`src/rtl/sys_defs.sv`:
```
// Shared definitions for the backend output path: O-vector type, PE count,
// memory address width and the writeback drain state encoding.
`ifndef NUM_PES
`define NUM_PES 4
`endif

package sys_defs;

  localparam int NUM_PES    = `NUM_PES;
  localparam int MEM_ADDR_W = 32;
  localparam int O_VECTOR_W = 32;

  typedef logic [O_VECTOR_W-1:0] O_VECTOR_T;

  typedef enum logic {
    DRAIN_IDLE   = 1'b0,
    DRAIN_ACTIVE = 1'b1
  } drain_state_e;

endpackage

```
`src/rtl/owb_bank.sv`:
```
// One tile of O-vector storage: all rows written in parallel in a single
// cycle, one row read back combinationally by index. Contents survive reset.
module owb_bank
  import sys_defs::*;
#(
  parameter int NUM_ROWS = NUM_PES,
  parameter int IDX_W    = $clog2(NUM_ROWS)
) (
  input  logic                       clk,
  input  logic                       wr_en,
  input  O_VECTOR_T [NUM_ROWS-1:0]   wr_rows,
  input  logic      [IDX_W-1:0]      rd_idx,
  output O_VECTOR_T                  rd_row
);

  O_VECTOR_T [NUM_ROWS-1:0] mem_q;
  O_VECTOR_T [NUM_ROWS-1:0] mem_d;

  // Replace the whole tile when written, otherwise hold.
  always_comb begin
    mem_d = mem_q;
    if (wr_en) begin
      mem_d = wr_rows;
    end
  end

  // Storage register; deliberately not reset so a tile costs no clear cycle.
  always_ff @(posedge clk) begin
    mem_q <= mem_d;
  end

  // Combinational row select for the drain side.
  always_comb begin
    rd_row = mem_q[rd_idx];
  end

endmodule

```
`src/rtl/o_writeback_buffer.sv`:
```
// Ping-pong O-vector writeback buffer: captures a full tile from the PEs in
// one cycle and drains it row by row to memory over a valid/ready channel,
// while the other bank can accept the next tile.
module o_writeback_buffer
  import sys_defs::*;
#(
  parameter int NUM_ROWS   = NUM_PES,
  parameter int ADDR_W     = MEM_ADDR_W,
  parameter int ROW_STRIDE = 64
) (
  input  logic                      clk,
  input  logic                      rst,
  input  logic                      capture_valid,
  output logic                      capture_ready,
  input  O_VECTOR_T [NUM_ROWS-1:0]  capture_data,
  input  logic      [ADDR_W-1:0]    tile_base_addr,
  output logic                      wr_valid,
  input  logic                      wr_ready,
  output logic      [ADDR_W-1:0]    wr_addr,
  output O_VECTOR_T                 wr_data,
  output logic                      tile_done,
  output logic                      busy
);

  localparam int IDX_W = $clog2(NUM_ROWS);
  localparam logic [IDX_W-1:0] LAST_IDX = IDX_W'(NUM_ROWS - 1);

  logic [1:0]        full_q, full_d;
  logic              fill_bank_q, fill_bank_d;
  logic              drain_bank_q, drain_bank_d;
  logic [ADDR_W-1:0] base_q [2];
  logic [ADDR_W-1:0] base_d [2];
  logic [IDX_W-1:0]  rd_idx_q, rd_idx_d;
  logic              tile_done_q, tile_done_d;
  drain_state_e      state_q, state_d;

  logic              cap_fire;
  logic              wr_fire;
  logic              tile_finish;
  logic [1:0]        bank_we;
  O_VECTOR_T         bank_rd [2];

  // Two identical banks; only the fill bank is written on a capture.
  for (genvar b = 0; b < 2; b++) begin : g_bank
    owb_bank #(
      .NUM_ROWS (NUM_ROWS),
      .IDX_W    (IDX_W)
    ) u_bank (
      .clk     (clk),
      .wr_en   (bank_we[b]),
      .wr_rows (capture_data),
      .rd_idx  (rd_idx_q),
      .rd_row  (bank_rd[b])
    );
  end

  // Handshake qualifiers and datapath outputs, all from registered state.
  always_comb begin
    capture_ready = !full_q[fill_bank_q];
    cap_fire      = capture_valid && capture_ready;
    wr_valid      = (state_q == DRAIN_ACTIVE);
    wr_fire       = wr_valid && wr_ready;
    tile_finish   = wr_fire && (rd_idx_q == LAST_IDX);
    bank_we       = 2'b00;
    bank_we[fill_bank_q] = cap_fire;
    wr_data       = bank_rd[drain_bank_q];
    wr_addr       = base_q[drain_bank_q] + (ADDR_W'(rd_idx_q) * ADDR_W'(ROW_STRIDE));
    tile_done     = tile_done_q;
    busy          = full_q[0] | full_q[1];
  end

  // Bank bookkeeping: capture fills one bank while the drain frees the other.
  // A capture needs its bank empty and a finish needs its bank full, so the
  // two never target the same bank in one cycle.
  always_comb begin
    full_d       = full_q;
    fill_bank_d  = fill_bank_q;
    drain_bank_d = drain_bank_q;
    base_d       = base_q;
    if (cap_fire) begin
      full_d[fill_bank_q] = 1'b1;
      base_d[fill_bank_q] = tile_base_addr;
      fill_bank_d         = !fill_bank_q;
    end
    if (tile_finish) begin
      full_d[drain_bank_q] = 1'b0;
      drain_bank_d         = !drain_bank_q;
    end
  end

  // Drain FSM next state: walk rows of the drain bank, idle one cycle between tiles.
  always_comb begin
    state_d     = state_q;
    rd_idx_d    = rd_idx_q;
    tile_done_d = 1'b0;
    case (state_q)
      DRAIN_IDLE: begin
        rd_idx_d = '0;
        if (full_q[drain_bank_q]) begin
          state_d = DRAIN_ACTIVE;
        end
      end
      DRAIN_ACTIVE: begin
        if (wr_fire) begin
          if (rd_idx_q == LAST_IDX) begin
            rd_idx_d    = '0;
            tile_done_d = 1'b1;
            state_d     = DRAIN_IDLE;
          end else begin
            rd_idx_d = rd_idx_q + IDX_W'(1);
          end
        end
      end
      default: begin
        state_d  = DRAIN_IDLE;
        rd_idx_d = '0;
      end
    endcase
  end

  // State registers; reset drops pending tiles but leaves bank contents alone.
  always_ff @(posedge clk) begin
    if (rst) begin
      full_q       <= 2'b00;
      fill_bank_q  <= 1'b0;
      drain_bank_q <= 1'b0;
      base_q[0]    <= '0;
      base_q[1]    <= '0;
      rd_idx_q     <= '0;
      tile_done_q  <= 1'b0;
      state_q      <= DRAIN_IDLE;
    end else begin
      full_q       <= full_d;
      fill_bank_q  <= fill_bank_d;
      drain_bank_q <= drain_bank_d;
      base_q[0]    <= base_d[0];
      base_q[1]    <= base_d[1];
      rd_idx_q     <= rd_idx_d;
      tile_done_q  <= tile_done_d;
      state_q      <= state_d;
    end
  end

endmodule

```
`config.mk`:
```
export PLATFORM = sky130hd
export DESIGN_NAME = o_writeback_buffer
export DESIGN_NICKNAME = d
export VERILOG_FILES = /design/src/rtl/sys_defs.sv /design/src/rtl/owb_bank.sv /design/src/rtl/o_writeback_buffer.sv
export SDC_FILE = /design/constraint.sdc
export NUM_CORES = 1
export LEC_CHECK = 0
export BUFFER_PORTS_ARGS = -buffer_cell sky130_fd_sc_hd__buf_2
export CAP_MARGIN = 5
export CORE_UTILIZATION = 50
export CTS_CLUSTER_DIAMETER = 80
export DETAILED_ROUTE_END_ITERATION = 6
export GPL_TIMING_DRIVEN = 0
export PLACE_DENSITY_LB_ADDON = 0.3
export SLEW_MARGIN = 20
export SYNTH_ARGS = -nofsm -noshare
export SYNTH_HDL_FRONTEND = slang
export SYNTH_SLANG_ARGS = --single-unit
export TNS_END_PERCENT = 20
```
`constraint.sdc`:
```
create_clock -name clk -period 7.9 [get_ports clk]
set_input_delay 1.58 -clock clk [delete_from_list [all_inputs] [get_ports clk]]
set_output_delay 1.58 -clock clk [all_outputs]
set_load 0.01 [all_outputs]
```
==> run metrics, run 1 <==
maximum level of the CTS H-tree=2; max frequency=between 0.15 and 0.2 GHz; yosys synthesis warning count=0; full die area=roughly 27000 um^2; status=finished, final reports clean; maximum number of pins on one net before global-route repair=47; Critical Path RT=6320 ps; Hold Path Sink=base_q[32]; largest cells by area after synthesis=sky130_fd_sc_hd__edfxtp_1, sky130_fd_sc_hd__dfxtp_1, sky130_fd_sc_hd__mux4_2; maximum vdd drop=195 uV; top cell type by total area after synthesis=sky130_fd_sc_hd__edfxtp_1; clk buf depth=3; overflow left after global routing=0; total global-route track usage=21.9%; top-level port count=roughly 230; estimated wirelength of the detail-placed design=between 20000 and 25000 um; minimum clock period after layout=roughly 5600 ps; total of hold buffers inserted after clock tree synthesis=0; first-pass GRT wire length=approximately 44000 um; effective utilization at floorplan=about half; clock insertion delay at the later pin of the skew report=about 510 ps; final worst-path cycle share=a little under three quarters; critical path endpoint category=primary output; most frequent cell on the critical path=sky130_fd_sc_hd__buf_2; source of the worst register-to-register timing path=fill_bank_q; category of cells accounting for the largest share of critical-path delay=buffers and inverters; max incr delay on CP=440 ps; post-CTS setup-driven buffer insertion count=0; worst-path fanout max=10; area of the placeable core=between 20000 and 30000 um^2; Power per Cell Area=approximately 240 nW/um^2; Resized Gates After CTS=0; worst-case setup margin in the final layout=about 2300 ps; Num CTS Buffers=36; First-pass DRT Iterations=5; reg-to-reg endpoint=g_bank[0].u_bank.mem_q[0]; number of buffers and inverters on the critical path=5; TritonCTS clock tree=done; die height=~160 um; share of final-layout standard cells stronger than drive strength 1=37.6%; clock transition at the register clock pins on the worst setup and hold paths after CTS=about 60 ps; hold path start=base_q[32]; Design Power=3830 uW; worst setup slack after placement=around 2800 ps; cell-by-cell trace of the critical path=buf_6 > buf_2 > buf_2 > buf_2 > mux2_2 > ha_1 > a21oi_1 > a211oi_4 > nand4_4 > nor4_4 > xnor2_1 > buf_2; Yosys top cell area share=about three fifths; register bit count reported by yosys=328; arrival time of data at the critical path endpoint=approximately 4100 ps; initial antenna violation count=5; syn_area_per_cell=16.0 um^2; number of hold-slack violations in the final timing report=0; routed via count=about 8.0k; nets@finish=approximately 1.3k; Syn Std Cell Area=~13000 um^2; library cells used by synthesis=48; max-capacitance violation count=0; final weighted congestion in routability-driven placement=0.853; RSZ-0062 raised after global routing=no; Layout Area Growth over Synthesis=21.0%; final non-filler cell area=16000 um^2; register-to-register path setup slack=~5600 ps; sequential-to-total area share from yosys stat=about 69%; number of core rows=59; Gate Count Post-Synth=just over 800; cell count after placement=around 1.4k; hold depth=2; routed wirelength normalized by instance count=between 15 and 20 um; type of the worst min-delay path=reg -> reg; fin cells=around 1.5k; final setup skew=between 10 and 15 ps; count of nets left with antenna violations after detail routing=0; Max Slew Vio Count=0; nets in the synthesized netlist=approximately 1000; type of the setup path with the least slack=reg -> out; DRC violations left=0; leakage power of the design=~0.0057 uW; count of final setup violators=0; Worst Tran Pin Value=between 800 and 900 ps; clock root buffer=sky130_fd_sc_hd__clkbuf_16; TritonCTS Sinks=328; drt initial violations=590; vias per std cell=between 5 and 6; Cell Area, Placed=14900 um^2; worst max-slew margin expressed relative to the limit=42.9%; CP max stage cell=sky130_fd_sc_hd__dfxtp_1; die width=about 160 um; logic depth of the worst register-to-register path=6; Port Buffer Count=230; number of global-route vias before repair=approximately 8.0k; wire length after detailed routing=~29000 um; Worst setup SP type=flop
sequential cells by signal, indices dropped and copies added, names as in the netlist:
register             cells
wr_valid                 1
tile_done                1
base_q                  64
fill_bank_q              1
rd_idx_q                 2
drain_bank_q             1
g_bank.u_bank.mem_q    256
full_q                   2
cell type report:
type | count | area, um^2
fill | 1955 | 9980
sequential | 328 | 9130
multi-input combinational | 448 | 3860
timing repair buffer | 236 | 1280
clock buffer | 48 | 986
tap | 335 | 419
buffer | 46 | 219
clock inverter | 13 | 76.3
inverter | 5 | 18.8
antenna | 5 | 12.5
how the worst max path moves through the flow:
| stage | startpoint | to | slack, ps | cells after the start |
|---|---|---|---|---|
| after floorplan | capture_valid | g_bank[1].u_bank.mem_q[0] | 1800 | 3 |
| after global placement | capture_valid | g_bank[1].u_bank.mem_q[20] | -490 | 4 |
| after detailed placement | drain_bank_q | wr_addr[31] | 2820 | 12 |
| after CTS | drain_bank_q | wr_addr[31] | 2260 | 12 |
| after global routing | drain_bank_q | wr_addr[29] | 2090 | 12 |
| final | drain_bank_q | wr_addr[31] | 2260 | 12 |
per-stage QoR:
step	TNS (ps)	hold WS (ps)	util [%]
after floorplan	0	432	-
after global placement	-117510	439	56.9
after detailed placement	0	445	57.5
after CTS	0	453	61.5
after global routing	0	475	61.6
final	0	454	61.6
logic make-up after synthesis:
group	Yosys count	share of synthesized area, %
DFF	328	69.0
and+or+nand+nor	201	7.02
AOI/OAI and AO/OA	93	4.18
muxes	127	16.1
buffers and inverters	51	1.74
xor gates and xnor gates	23	1.52
adders and majority gates	4	0.435
tightest hold or removal path: stages (launching register included):
cell and delay (ps):
sky130_fd_sc_hd__dfxtp_1 300, sky130_fd_sc_hd__nand2_1 50, sky130_fd_sc_hd__a21oi_1 50
cell usage after synthesis (all sizes together):
cell,instances
a211oi,3
a21boi,1
a21o,2
a21oi,72
a221oi,1
a22oi,3
a31oi,3
a32o,2
a32oi,2
and2,1
and3,1
buf,19
clkbuf,27
clkinv,2
dfxtp,72
edfxtp,256
fa,1
ha,3
inv,3
mux2,42
mux2i,21
mux4,64
nand2,140
nand2b,3
nand3,14
nand3b,10
nand4,4
nand4b,1
nor2,17
nor2b,3
nor3,5
nor4,1
o21ai,2
o22ai,1
o31a,1
or2,1
xnor2,17
xor2,6
cell usage in the layout (no fill, tap or decap), types with 4 or more instances in the layout:
master and n:
sky130_fd_sc_hd__a21oi_1 71, sky130_fd_sc_hd__buf_12 5, sky130_fd_sc_hd__buf_2 246, sky130_fd_sc_hd__clkbuf_1 33, sky130_fd_sc_hd__clkbuf_16 36, sky130_fd_sc_hd__clkbuf_8 4
sky130_fd_sc_hd__clkinv_1 7, sky130_fd_sc_hd__clkinv_2 5, sky130_fd_sc_hd__dfxtp_1 72, sky130_fd_sc_hd__diode_2 5, sky130_fd_sc_hd__edfxtp_1 256, sky130_fd_sc_hd__mux2_2 42
sky130_fd_sc_hd__mux2i_1 21, sky130_fd_sc_hd__mux4_2 64, sky130_fd_sc_hd__nand2_1 140, sky130_fd_sc_hd__nand3_1 12, sky130_fd_sc_hd__nand3b_1 9, sky130_fd_sc_hd__nor2_1 17
sky130_fd_sc_hd__nor3_1 4, sky130_fd_sc_hd__xnor2_1 17, sky130_fd_sc_hd__xor2_1 6
power by group:
part | switching (uW) | leakage, uW | internal [uW]
Sequential | 38.0 | 0.00297 | 1980
Combinational | 170 | 0.00220 | 134
Clock | 632 | 0.000521 | 875
layer usage:
layer,track usage (%),up-vias,wire (um)
met1,28.3,3940,11800
met4,6.88,2,645
li1,-,3707,-
met3,5.60,55,2170
met5,0,-,10
met2,36.4,273,14400
No activity file was read; power rests on OpenSTA's default activity.
==> inputs of run 2 (changes only) <==
==> constraint.sdc (replaced) <==
create_clock -name clk -period 5.2 [get_ports clk]
set_input_delay 1.04 -clock clk [delete_from_list [all_inputs] [get_ports clk]]
set_output_delay 1.04 -clock clk [all_outputs]
set_load 0.01 [all_outputs]
==> run metrics, run 2 (same netlist as run 1, synthesis figures left out) <==
met2 track utilization from global routing=36.0% (was 36.4%); max incr delay on CP=420 ps (was 440 ps); status=finished, final reports clean (unchanged); flip-flop count of the largest register after layout=256 (unchanged); registers with the highest flip-flop counts=g_bank.u_bank.mem_q: 256 flops, base_q: 64 flops (unchanged); clock root buffer=sky130_fd_sc_hd__clkbuf_16 (unchanged); clk buf depth=3 (unchanged); Power per Cell Area=369 nW/um^2 (was 239 nW/um^2); Layout Area Growth over Synthesis=21.2% (was 21.0%); Max Slew Vio Count=0 (unchanged); critical path endpoint category=primary output (unchanged); effective utilization at floorplan=50.9% (unchanged); fin cells=1462 (was 1464); First-pass DRT Iterations=5 (unchanged); Hold Path Sink=base_q[34] (was base_q[32]); total global-route track usage=21.9% (about the same); initial antenna violation count=10 (was 5); number of buffers and inverters on the critical path=4 (was 5); Worst Tran Pin Value=873 ps (was 857 ps); wire length after detailed routing=29200 um (was 29000 um); routed via count=7989 (was 7977); Crit. Startpoint=drain_bank_q (unchanged); register-to-register path setup slack=2970 ps (was 5600 ps); power dissipated by switching net loads=1300 uW (was 840 uW); Design Power=5920 uW (was 3830 uW); estimated wirelength of the detail-placed design=19700 um (was 20100 um); nets@finish=1264 (was 1269); Num CTS Buffers=35 (was 36); top-level port count=232 (unchanged); arrival time of data at the critical path endpoint=3780 ps (was 4060 ps); vias per std cell=5.46 (was 5.45); Port Buffer Count=230 (unchanged); maximum vdd drop=321 uV (was 195 uV); most frequent cell on the critical path=sky130_fd_sc_hd__buf_2 (unchanged); count of nets left with antenna violations after detail routing=0 (unchanged); DRC violations left=0 (unchanged); Total Neg Setup Slack=0 ps (unchanged); TritonCTS clock tree=done (unchanged); leakage power of the design=0.00569 uW (about the same); die height=165 um (unchanged); internal cell power=4620 uW (was 2990 uW); reg-to-reg endpoint=g_bank[1].u_bank.mem_q[79] (was g_bank[0].u_bank.mem_q[0]); highest-utilization routing layer at the global route stage=met2 (unchanged); logic depth of the worst register-to-register path=4 (was 6); final setup skew=19.0 ps (was 14.3 ps); cell count after placement=1395 (was 1398); grt met1 use=28.3% (about the same); max-capacitance violation count=0 (unchanged); minimum clock period after layout=4820 ps; maximum level of the CTS H-tree=2 (unchanged); maximum number of pins on one net before global-route repair=79 (was 47); CP max stage cell=sky130_fd_sc_hd__dfxtp_1 (unchanged); cell-by-cell trace of the critical path=buf_6 > buf_2 > clkbuf_4 > mux2_2 > ha_1 > a21oi_1 > a211oi_4 > nand4_4 > nor4_4 > xnor2_1 > buf_2 (was buf_6 > buf_2 > buf_2 > buf_2 > mux2_2 > ha_1 > a21oi_1 > a211oi_4 > nand4_4 > nor4_4 > xnor2_1 > buf_2); TritonCTS Sinks=328 (unchanged); hold path start=base_q[34] (was base_q[32]); Flop pwr share=51.8% (was 52.7%); first-pass GRT wire length=43900 um (was 44000 um); Worst setup SP type=flop (unchanged); count of final setup violators=0 (unchanged); number of global-route vias before repair=8075 (was 8036); number of core rows=59 (unchanged); RSZ-0062 raised after global routing=no (unchanged); drt initial violations=751 (was 590); number of hold-slack violations in the final timing report=0 (unchanged); source of the worst register-to-register timing path=full_q[1] (was fill_bank_q); type of the setup path with the least slack=reg -> out (unchanged); part of the power in the clock network=40.5% (was 39.4%); final weighted congestion in routability-driven placement=0.845 (was 0.853); total of hold buffers inserted after clock tree synthesis=0 (unchanged); hold depth=2 (unchanged); die width=165 um (unchanged); combinational group share of total power=7.7% (was 7.9%); fraction of power spent switching nets=21.9% (about the same); worst max-slew margin expressed relative to the limit=41.8% (was 42.9%); max frequency=slightly above 0.2 GHz; clock transition at the register clock pins on the worst setup and hold paths after CTS=60 ps (about the same); Largest Register=g_bank.u_bank.mem_q (unchanged); GR met3 Demand/Resource=5.55% (was 5.60%); clock insertion delay at the later pin of the skew report=510 ps (about the same); Critical Path RT=4160 ps (was 6320 ps); highest-count cells in the layout ignoring fill and taps=sky130_fd_sc_hd__edfxtp_1, sky130_fd_sc_hd__buf_2, sky130_fd_sc_hd__nand2_1 (unchanged); type of the worst min-delay path=reg -> reg (unchanged); most common cell after layout, fill and taps aside=sky130_fd_sc_hd__edfxtp_1 (unchanged); share of final-layout standard cells stronger than drive strength 1=37.9% (was 37.6%); area of the placeable core=26000 um^2 (unchanged); overflow left after global routing=0 (unchanged); final worst-path cycle share=just over 90%; category of cells accounting for the largest share of critical-path delay=buffers and inverters (unchanged); worst-path fanout max=19 (was 10); full die area=27100 um^2 (unchanged); routed wirelength normalized by instance count=19.9 um (was 19.8 um)
-- run 2: worst max path at each step --
stage / cells after the start / slack, ps / to
6_report: 11 / 380 / wr_addr[31]
5_1_grt: 11 / 190 / wr_addr[31]
4_1_cts: 12 / 80 / wr_addr[31]
3_5_place_dp: 12 / 640 / wr_addr[31]
3_3_place_gp: 4 / -2490 / g_bank[0].u_bank.mem_q[16]
2_1_floorplan: 3 / -290 / g_bank[0].u_bank.mem_q[0]
-- run 2: power groups by stage --
stage	Clock (uW)	Combinational [uW]	Sequential, uW
finish	2400	456	3070
global route	2530	501	3080
CTS	2440	461	3070
detailed placement	0	458	3120
global placement	0	435	3150
floorplan	0	258	3120
-- run 2: per-stage QoR --
| stage | cell area, um^2 | setup WS [ps] | hold WS, ps | utilization, % |
|---|---|---|---|---|
| floorplan | 13200 | -289 | 432 | - |
| global placement | 14800 | -2490 | 438 | 56.9 |
| detailed placement | 14900 | 645 | 445 | 57.3 |
| CTS | 16000 | 78.0 | 453 | 61.6 |
| global route | 16000 | 188 | 475 | 61.7 |
| finish | 16000 | 378 | 453 | 61.7 |
-- run 2: cell type report --
| class | instances | area, um^2 |
|---|---|---|
| Fill cell | 1995 | 9960 |
| Sequential cell | 328 | 9130 |
| Multi-Input combinational cell | 448 | 3860 |
| Timing Repair Buffer | 233 | 1230 |
| Clock buffer | 44 | 961 |
| Tap cell | 335 | 419 |
| Buffer | 45 | 223 |
| Clock inverter | 18 | 161 |
| Inverter | 5 | 18.8 |
| Antenna cell | 6 | 15.0 |
-- run 2: timing repair --
item,CTS,global route
setup buffers,0,0
setup endpoints to repair,0,4
resized for setup,0,1
-- run 2: routing by layer --
layer	vias up	share of wire [%]
met5	-	0.16
met4	8	2.5
met3	54	7.5
met2	272	49
met1	3944	40
li1	3711	-
-- run 2: tightest hold or removal path, delay by kind of cell (launching register included) --
family / cells / cell delay, ps
flops: 1 / 310
simple gates: 1 / 50
compound gates: 1 / 50
==> inputs of run 3 (changes only) <==
--- a/config.mk
+++ b/config.mk
@@ -7,7 +7,7 @@
 export LEC_CHECK = 0
 export BUFFER_PORTS_ARGS = -buffer_cell sky130_fd_sc_hd__buf_2
 export CAP_MARGIN = 5
-export CORE_UTILIZATION = 50
+export CORE_UTILIZATION = 55
 export CTS_CLUSTER_DIAMETER = 80
 export DETAILED_ROUTE_END_ITERATION = 6
 export GPL_TIMING_DRIVEN = 0
==> run metrics, run 3 (same netlist as run 1, synthesis figures left out) <==
clock transition at the register clock pins on the worst setup and hold paths after CTS=60 ps (about the same); RSZ-0062 raised after global routing=no (unchanged); maximum vdd drop=339 uV (was 321 uV); final worst-path cycle share=95.8% (was 92.7%); flip-flop count of the largest register after layout=256 (unchanged); met2 track utilization from global routing=38.5% (was 36.0%); cell-by-cell trace of the critical path=buf_6 > buf_2 > clkbuf_4 > buf_2 > mux2_2 > ha_1 > a21oi_1 > a211oi_4 > nand4_4 > nor4_4 > xnor2_1 > buf_2 (was buf_6 > buf_2 > clkbuf_4 > mux2_2 > ha_1 > a21oi_1 > a211oi_4 > nand4_4 > nor4_4 > xnor2_1 > buf_2); max frequency=0.201 GHz (was 0.207 GHz); worst max-slew margin expressed relative to the limit=47.1% (was 41.8%); worst-path fanout max=10 (was 19); estimated wirelength of the detail-placed design=19200 um (was 19700 um); area of the placeable core=23500 um^2 (was 26000 um^2); post-CTS setup-driven buffer insertion count=0 (unchanged); routed wirelength normalized by instance count=19.8 um (was 19.9 um); arrival time of data at the critical path endpoint=3940 ps (was 3780 ps); count of nets left with antenna violations after detail routing=0 (unchanged); DRC violations left=0 (unchanged); most common cell after layout, fill and taps aside=sky130_fd_sc_hd__edfxtp_1 (unchanged); worst hold slack across all endpoints=452 ps (was 453 ps); Num CTS Buffers=35 (unchanged); total global-route track usage=23.4% (was 21.9%); number of global-route vias before repair=8043 (was 8075); Worst Tran Pin Value=794 ps (was 873 ps); routed via count=8040 (was 7989); clock root buffer=sky130_fd_sc_hd__clkbuf_16 (unchanged); TritonCTS clock tree=done (unchanged); leakage power of the design=0.00570 uW (was 0.00569 uW); TritonCTS Sinks=328 (unchanged); Power per Cell Area=373 nW/um^2 (was 369 nW/um^2); die width=157 um (was 165 um); top-level port count=232 (unchanged); max-capacitance violation count=0 (unchanged); Total Neg Setup Slack=0 ps (unchanged); die height=157 um (was 165 um); Worst setup SP type=flop (unchanged); status=finished, final reports clean (unchanged); minimum clock period after layout=4980 ps (was 4820 ps); Max Slew Vio Count=0 (unchanged); Largest Register=g_bank.u_bank.mem_q (unchanged); highest-utilization routing layer at the global route stage=met2 (unchanged); clk buf depth=3 (unchanged); overflow left after global routing=0 (unchanged); wire length after detailed routing=28600 um (was 29200 um); type of the worst min-delay path=reg -> reg (unchanged); Critical Path RT=4160 ps (about the same); final setup skew=12.2 ps (was 19.0 ps); vias per std cell=5.55 (was 5.46); initial antenna violation count=10 (unchanged); nets@finish=1265 (was 1264); GR met3 Demand/Resource=5.78% (was 5.55%); number of core rows=56 (was 59); Cell Area, Placed=14900 um^2 (about the same); grt met1 use=30.0% (was 28.3%); full die area=24700 um^2 (was 27100 um^2); highest-count cells in the layout ignoring fill and taps=sky130_fd_sc_hd__edfxtp_1, sky130_fd_sc_hd__buf_2, sky130_fd_sc_hd__nand2_1 (unchanged); clock insertion delay at the later pin of the skew report=510 ps (about the same); most frequent cell on the critical path=sky130_fd_sc_hd__buf_2 (unchanged); share of final-layout standard cells stronger than drive strength 1=37.1% (was 37.9%); count of final setup violators=0 (unchanged); final non-filler cell area=16000 um^2 (about the same); Port Buffer Count=230 (unchanged); number of hold-slack violations in the final timing report=0 (unchanged); critical path endpoint category=primary output (unchanged); First-pass DRT Iterations=5 (unchanged); registers with the highest flip-flop counts=g_bank.u_bank.mem_q: 256 flops, base_q: 64 flops (unchanged); CP max stage cell=sky130_fd_sc_hd__dfxtp_1 (unchanged); first-pass GRT wire length=43000 um (was 43900 um); Layout Area Growth over Synthesis=21.1% (was 21.2%); effective utilization at floorplan=56.2% (was 50.9%); maximum level of the CTS H-tree=2 (unchanged); type of the setup path with the least slack=reg -> out (unchanged); max incr delay on CP=440 ps (was 420 ps); maximum number of pins on one net before global-route repair=87 (was 79); final weighted congestion in routability-driven placement=0.859 (was 0.845); drt initial violations=625 (was 751)
## run 3: changes by cell type in the layout (fill, tap and decap cells not counted), sizes merged
| cell | delta |
|---|---|
| diode | +2 |
| clkinvlp | -4 |
| inv | +1 |
| clkbuf | +1 |
| buf | +1 |
| bufinv | +2 |
## run 3: critical path, delay by kind of cell, from the launching register on
kind,cells,cell delay [ps]
DFF,1,440
AOI/OAI and AO/OA,2,430
muxes,1,410
and+or+nand+nor,2,530
adders and majority gates,1,280
buffers and inverters,5,1170
xor gates and xnor gates,1,160
## run 3: per-layer routing
metal  share of wire (%)  vias up
met5               0.091        -
met4                 3.3        6
met3                 8.0       73
met2                  48      311
met1                  40     3936
li1                    -     3714
## run 3: path summary, 6_finish.rpt
| path | from | end | slack (ps) | depth (start not counted) |
|---|---|---|---|---|
| setup / recovery | drain_bank_q | wr_addr[31] | 220 | 12 |
| hold / removal | base_q[37] | base_q[37] | 450 | 2 |
| setup reg to reg | fill_bank_q | g_bank[1].u_bank.mem_q[50] | 3010 | 4 |
| hold reg to reg | base_q[37] | base_q[37] | 450 | 2 |
## run 3: where the power goes
group          leakage [uW]  total [uW]  switching, uW  internal, uW
Sequential          0.00297        3070           57.2          3010
Clock              0.000546        2450            979          1470
Combinational       0.00218         456            258           198
Total               0.00570        5970           1290          4680
## run 3: layout make-up
type	count	area [um^2]
flip-flops and latches	328	9130
fillers	1684	7530
multi-input cells	448	3860
repair buffers	233	1230
clock buffers	45	935
well taps	319	399
plain buffers	46	228
clock inverters	17	195
diodes	8	20.0
inverters	5	18.8
## run 3: what timing repair did
item | 4_1_cts | 5_1_grt
hold endpoints to repair | 0 | 0
hold buffers | 0 | 0
endpoints found under the setup margin | 0 | 1
resized for setup | 0 | 1
## run 3: metrics by stage
step / util [%] / setup WS [ps] / total power [uW] / instances
2_1_floorplan: - / -289 / 3380 / 827
3_3_place_gp: 62.8 / -2480 / 3580 / 1376
3_5_place_dp: 63.1 / 707 / 3580 / 1379
4_1_cts: 67.9 / 146 / 6010 / 1441
5_1_grt: 68.0 / 64.4 / 6160 / 1445
6_report: 68.0 / 219 / 5970 / 1449
